File: config.mk
export PLATFORM = sky130hd
export DESIGN_NAME = mod_exp_engine_flat
export DESIGN_NICKNAME = d
export VERILOG_FILES = /design/src/rtl/mod_exp_if.sv /design/src/rtl/mod_exp_engine.sv /design/src/flat_wrapper.sv
export SDC_FILE = /design/constraint.sdc
export NUM_CORES = 1
export LEC_CHECK = 0
export ABC_AREA = 1
export BUFFER_PORTS_ARGS = -buffer_cell sky130_fd_sc_hd__buf_2
export CAP_MARGIN = 20
export CORE_MARGIN = 1
export CORE_UTILIZATION = 45
export DETAILED_ROUTE_END_ITERATION = 10
export SLEW_MARGIN = 20
export SYNTH_ARGS = -nofsm -noshare
export SYNTH_HDL_FRONTEND = slang
export SYNTH_SLANG_ARGS = --single-unit
File: constraint.sdc
create_clock -name clk -period 5.82 [get_ports clk]
set_clock_uncertainty 0.2 [all_clocks]
set_input_delay 0.291 -clock clk [delete_from_list [all_inputs] [get_ports clk]]
set_output_delay 0.291 -clock clk [all_outputs]
set_load 0.01 [all_outputs]
File: src/rtl/mod_exp_if.sv
// Request/response bundle for the modular-exponentiation engine.
interface mod_exp_if;
  logic        start;
  logic [15:0] msg;
  logic [15:0] exponent;
  logic [15:0] modulus;
  logic [15:0] result;
  logic        busy;
  logic        done;
  logic        err;

  // Requester side: drives operands, observes status and result.
  modport master (
    output start, msg, exponent, modulus,
    input  result, busy, done, err
  );

  // Engine side: samples operands, drives status and result.
  modport slave (
    input  start, msg, exponent, modulus,
    output result, busy, done, err
  );
endinterface

File: src/rtl/mod_exp_engine.sv
// 16-bit modular exponentiation, right-to-left square-and-multiply using two
// bit-serial interleaved modular multipliers (no multiplier/divider needed).
// Latency is data-independent: all 16 exponent bits are always processed.
module mod_exp_engine (
  input  logic       clk,
  input  logic       rst_n,
  mod_exp_if.slave   bus
);

  localparam int unsigned W  = 16;
  localparam int unsigned AW = 18;

  typedef enum logic [2:0] {
    S_IDLE,
    S_INIT,
    S_MUL,
    S_NEXT,
    S_DONE
  } state_e;

  state_e          state_q;
  logic [W-1:0]    msg_q;
  logic [W-1:0]    e_q;
  logic [W-1:0]    n_q;
  logic [W-1:0]    r_q;
  logic [W-1:0]    b_q;
  logic [AW-1:0]   acc1_q;
  logic [AW-1:0]   acc2_q;
  logic [3:0]      jcnt_q;
  logic [4:0]      bitcnt_q;
  logic [W-1:0]    result_q;
  logic            busy_q;
  logic            done_q;
  logic            err_q;

  logic [AW-1:0]   acc1_d;
  logic [AW-1:0]   acc2_d;
  logic [W-1:0]    r_d;

  // One interleaved step: acc = 2*acc + (abit ? b : 0), reduced below n.
  // With acc < n and b < n the sum is < 3n, so two subtractions suffice.
  function automatic logic [AW-1:0] mm_step(
    input logic [AW-1:0] acc,
    input logic          abit,
    input logic [W-1:0]  b,
    input logic [W-1:0]  n
  );
    logic [AW-1:0] t;
    t = {acc[AW-2:0], 1'b0} + (abit ? AW'(b) : AW'(0));
    if (t >= AW'(n)) t = t - AW'(n);
    if (t >= AW'(n)) t = t - AW'(n);
    return t;
  endfunction

  // Multiplier steps (P1 = R*B, P2 = B*B) and the post-bit value of R.
  always_comb begin
    acc1_d = mm_step(acc1_q, r_q[jcnt_q], b_q, n_q);
    acc2_d = mm_step(acc2_q, b_q[jcnt_q], b_q, n_q);
    r_d    = e_q[0] ? acc1_q[W-1:0] : r_q;
  end

  // Control FSM, datapath registers and registered outputs.
  always_ff @(posedge clk or negedge rst_n) begin
    if (!rst_n) begin
      state_q  <= S_IDLE;
      msg_q    <= '0;
      e_q      <= '0;
      n_q      <= '0;
      r_q      <= '0;
      b_q      <= '0;
      acc1_q   <= '0;
      acc2_q   <= '0;
      jcnt_q   <= '0;
      bitcnt_q <= '0;
      result_q <= '0;
      busy_q   <= 1'b0;
      done_q   <= 1'b0;
      err_q    <= 1'b0;
    end else begin
      done_q <= 1'b0;
      case (state_q)
        S_IDLE: begin
          busy_q <= 1'b0;
          if (bus.start) begin
            msg_q   <= bus.msg;
            e_q     <= bus.exponent;
            n_q     <= bus.modulus;
            busy_q  <= 1'b1;
            state_q <= S_INIT;
          end
        end
        S_INIT: begin
          if ((n_q < W'(2)) || (msg_q >= n_q)) begin
            err_q    <= 1'b1;
            result_q <= '0;
            done_q   <= 1'b1;
            state_q  <= S_DONE;
          end else begin
            r_q      <= W'(1);
            b_q      <= msg_q;
            bitcnt_q <= '0;
            err_q    <= 1'b0;
            acc1_q   <= '0;
            acc2_q   <= '0;
            jcnt_q   <= 4'(W - 1);
            state_q  <= S_MUL;
          end
        end
        S_MUL: begin
          acc1_q <= acc1_d;
          acc2_q <= acc2_d;
          jcnt_q <= jcnt_q - 4'd1;
          if (jcnt_q == 4'd0) state_q <= S_NEXT;
        end
        S_NEXT: begin
          r_q      <= r_d;
          b_q      <= acc2_q[W-1:0];
          e_q      <= e_q >> 1;
          bitcnt_q <= bitcnt_q + 5'd1;
          acc1_q   <= '0;
          acc2_q   <= '0;
          jcnt_q   <= 4'(W - 1);
          if (bitcnt_q == 5'(W - 1)) begin
            result_q <= r_d;
            done_q   <= 1'b1;
            state_q  <= S_DONE;
          end else begin
            state_q  <= S_MUL;
          end
        end
        S_DONE: begin
          busy_q  <= 1'b0;
          state_q <= S_IDLE;
        end
        default: state_q <= S_IDLE;
      endcase
    end
  end

  assign bus.result = result_q;
  assign bus.busy   = busy_q;
  assign bus.done   = done_q;
  assign bus.err    = err_q;

endmodule

File: src/flat_wrapper.sv
// flat-port wrapper written by rule: the top's interface ports become plain ports
module mod_exp_engine_flat 
  (clk, rst_n, bus_start, bus_msg, bus_exponent, bus_modulus, bus_result, bus_busy, bus_done, bus_err);
  mod_exp_if bus_i ();
  input  logic clk;
  input  logic rst_n;
  input wire logic [$bits(bus_i.start)-1:0] bus_start;
  input wire logic [$bits(bus_i.msg)-1:0] bus_msg;
  input wire logic [$bits(bus_i.exponent)-1:0] bus_exponent;
  input wire logic [$bits(bus_i.modulus)-1:0] bus_modulus;
  output wire logic [$bits(bus_i.result)-1:0] bus_result;
  output wire logic [$bits(bus_i.busy)-1:0] bus_busy;
  output wire logic [$bits(bus_i.done)-1:0] bus_done;
  output wire logic [$bits(bus_i.err)-1:0] bus_err;
  assign bus_i.start = bus_start;
  assign bus_i.msg = bus_msg;
  assign bus_i.exponent = bus_exponent;
  assign bus_i.modulus = bus_modulus;
  assign bus_result = bus_i.result;
  assign bus_busy = bus_i.busy;
  assign bus_done = bus_i.done;
  assign bus_err = bus_i.err;
  mod_exp_engine u_core (.clk(clk), .rst_n(rst_n), .bus(bus_i));
endmodule
==> qor.yml <==
outcome: "finished with violations"
violations: "negative setup slack"
clk_latency_ns: 0.44
worstRegToRegCells: 46
rsz0062_at_grt: "true"
rows: 60
regToRegSetupSlack_ns: -0.39
drc: 0
clkPwrFrac_pct: 49.6
ir_worst_vdd_uv: 166.9
synthCells: 1776
finalInstanceArea_um2: 19290
synth_cell_type_count: 54
grt_use_total_pct: 33.72
first_global_vias: 13830
drt_wl_total_um: 48520
min_to: "u_core.n_q[1]"
r2r-end: "u_core.acc1_q[7]"
cts.sinks: 145
r2r_start: "u_core.jcnt_q[0]"
cp.arrival_ns: 6.40
numCtsBuffers: 17
hold_depth: 3
placed_cells: 2476
syn_area_um2: 12350
cts_buffer_depth: 2
p_per_area_nw_per_um2: 110.6
synth_warnings: 0
h-tree-depth: 4
hpwl_um: 34000
mostFrequentLayoutCell: "nand2_1"
path_clk_slew_ns: 0.07
setup_viol: 34
finalSetupTns_ns: -10.37
cts_tree: "done"
p_int_mw: 1.628
drt-pass1-iter-count: 5
fp.dieH_um: 167.7
end_kind: "flop"
max_slew_margin_pct: 35.26
start_util_pct: 45.84
core_um2: 26950
p_leak_nw: 10.28
cp.required_ns: 6.01
io_buffers: 69
area_growth_pct: 56.12
dpl_cell_area_um2: 15610
viasPerCell: 5.387
io_pins: 70
fin_hold_ws_ns: 0.01547
hold_violations: 0
min_period_ns: 6.212
drtAntennaViolNets: 0
diodes: 0
min_from: "bus_modulus[1]"
grt_pass1_wl_um: 73130
seq_area_frac_synth_pct: 29.37
grt_max_degree: 84
cap_viol_max_count: 0
fmax_ghz: 0.1610
power.total_mw: 2.132
nets: 2472
worst_slack_ns: -0.3917
drive_gt1_share_pct: 38.66
post-place-ws_ns: -0.6893
max_slew.worst_pin.slew_ns: 0.9688
ff_latch_area_um2: 3630
synthFlopType: "dfrtp_1"
crit_path_frequent_cell: "nand3_2"
gp_congestion: 0.9723
synth-edff-count: 0
sw_frac_of_total_pct: 23.63
drt_iter0_drc: 1135
fillers: 2142
multi_input_area_um2: 9474
final_cell_mix: "nand2_1 (413), buf_4 (410), inv_1 (188), dfrtp_1 (144), nor2_1 (115)"
critPathSlowestCell: "dfrtp_2"
final_max_slew_viol_count: 0
hold_class: "primary input to flop"
critPathKind: "flop to flop"
wire_per_inst_um: 18.27
die_x_um: 167.7
syn_area_per_cell_um2: 6.956
antenna_found_initial: 1
ys_async_sr_fraction_pct: 100.0
max_stage_delay_ns: 0.46
period_share_pct: 106.7
fin_util_pct: 71.56
grt-ovfl-total: 0
final_cell_count_no_fill: 2656
die_area_um2: 28120
crit_fanout: 8
synth-seq-cells: 145
p_sw_uw: 503.9
pwr-share-seq_pct: 47.3
clk_root_buffer_cell: "clkbuf_16"
combPwrFrac_pct: 3.1
synth.net_count: 1946
start_kind: "flop"
num_vias: 14310
-- metal layers --
layer	global-route usage, %	vias to the layer above	part of all wire, %
li1	-	6916	-
met1	42.49	6788	40
met2	55.11	455	47
met3	5.152	148	6.2
met4	19.15	2	6.0
met5	0	-	0.031
-- worst max path at each step --
stage / start / end
after floorplan: u_core.jcnt_q[0] / u_core.acc2_q[8]
after global placement: u_core.jcnt_q[0] / u_core.acc1_q[12]
after detailed placement: u_core.jcnt_q[0] / u_core.acc1_q[14]
after CTS: u_core.jcnt_q[0] / u_core.acc1_q[2]
after global routing: u_core.jcnt_q[0] / u_core.acc1_q[7]
final: u_core.jcnt_q[0] / u_core.acc1_q[7]
-- layout make-up --
cell class                 instances  area share, %
tap                              341          2.212
timing repair buffer             560          22.74
clock buffer                      19          2.245
multi-input combinational       1361          49.12
inverter                         217          4.275
sequential                       145          18.82
clock inverter                    13         0.5839
-- kinds of logic after synthesis --
logic type	Yosys count	share of synthesized area, %
mux	16	1.459
buf+inv	273	8.640
compound gates	312	13.91
xor+xnor	79	5.601
flops	145	29.37
simple gates	832	28.60
fa+ha+maj	119	12.42
-- worst max-delay path, delay by kind of cell, from the launching register on --
| kind | cells | cell delay [ns] |
|---|---|---|
| simple gates | 26 | 2.77 |
| fa+ha+maj | 4 | 1.03 |
| buf+inv | 9 | 0.88 |
| compound gates | 7 | 0.79 |
| flops | 1 | 0.46 |
-- cells in the mapped netlist (3+ instances only) --
| master | n | share of area (%) |
|---|---|---|
| nand3b_1 | 6 | 0.36 |
| nand2_1 | 484 | 15 |
| mux2_2 | 16 | 1.5 |
| buf_6 | 3 | 0.27 |
| o211ai_1 | 8 | 0.49 |
| fa_1 | 6 | 0.97 |
| dfrtp_1 | 145 | 29 |
| clkinv_1 | 3 | 0.091 |
| nor3_1 | 6 | 0.24 |
| ha_1 | 113 | 11 |
| o21ai_1 | 7 | 0.28 |
| o2111ai_1 | 5 | 0.35 |
| o21ai_0 | 103 | 4.2 |
| a21oi_1 | 139 | 5.6 |
| buf_2 | 4 | 0.16 |
| a21o_1 | 8 | 0.49 |
| inv_1 | 212 | 6.4 |
| nand2_2 | 8 | 0.41 |
| buf_4 | 4 | 0.24 |
| clkbuf_1 | 42 | 1.3 |
| buf_1 | 3 | 0.091 |
| xnor2_1 | 38 | 2.7 |
| xor2_1 | 41 | 2.9 |
| nand3_1 | 145 | 5.9 |
| nor2_1 | 132 | 4.0 |
| a31oi_1 | 18 | 0.91 |
| o21bai_1 | 8 | 0.49 |
| nor4_1 | 6 | 0.30 |
| nand4_1 | 29 | 1.5 |
-- state kept, by name (all words and copies together) (netlist names) --
| signal | count |
|---|---|
| u_core.r_q | 16 |
| u_core.bus.result | 16 |
| u_core.state_q | 3 |
| u_core.jcnt_q | 4 |
| u_core.e_q | 16 |
| u_core.msg_q | 16 |
| u_core.bus.err | 1 |
| u_core.acc1_q | 17 |
| u_core.acc2_q | 17 |
| u_core.bus.done | 1 |
| u_core.b_q | 16 |
| u_core.bitcnt_q | 5 |
| u_core.bus.busy | 1 |
| u_core.n_q | 16 |
-- power by group through the flow --
stage                     combinational [mW]  sequential, mW  clock, mW
final                                 0.0664            1.01       1.06
after global routing                  0.0731            1.01       1.10
after CTS                             0.0660            1.01       1.06
after detailed placement              0.0409            1.03          0
after global placement                0.0402            1.03          0
after floorplan                      0.00188            1.03          0
-- repair_timing --
action / CTS / global route
pin swaps: 77 / 105
resized for setup: 227 / 181
buffers inserted: 60 / 35
endpoints found under the hold margin: 129 / 0
cloned: 6 / 3
hold buffers: 48 / 0
endpoints found under the setup margin: 34 / 34
(Power assumes the default switching activity.)
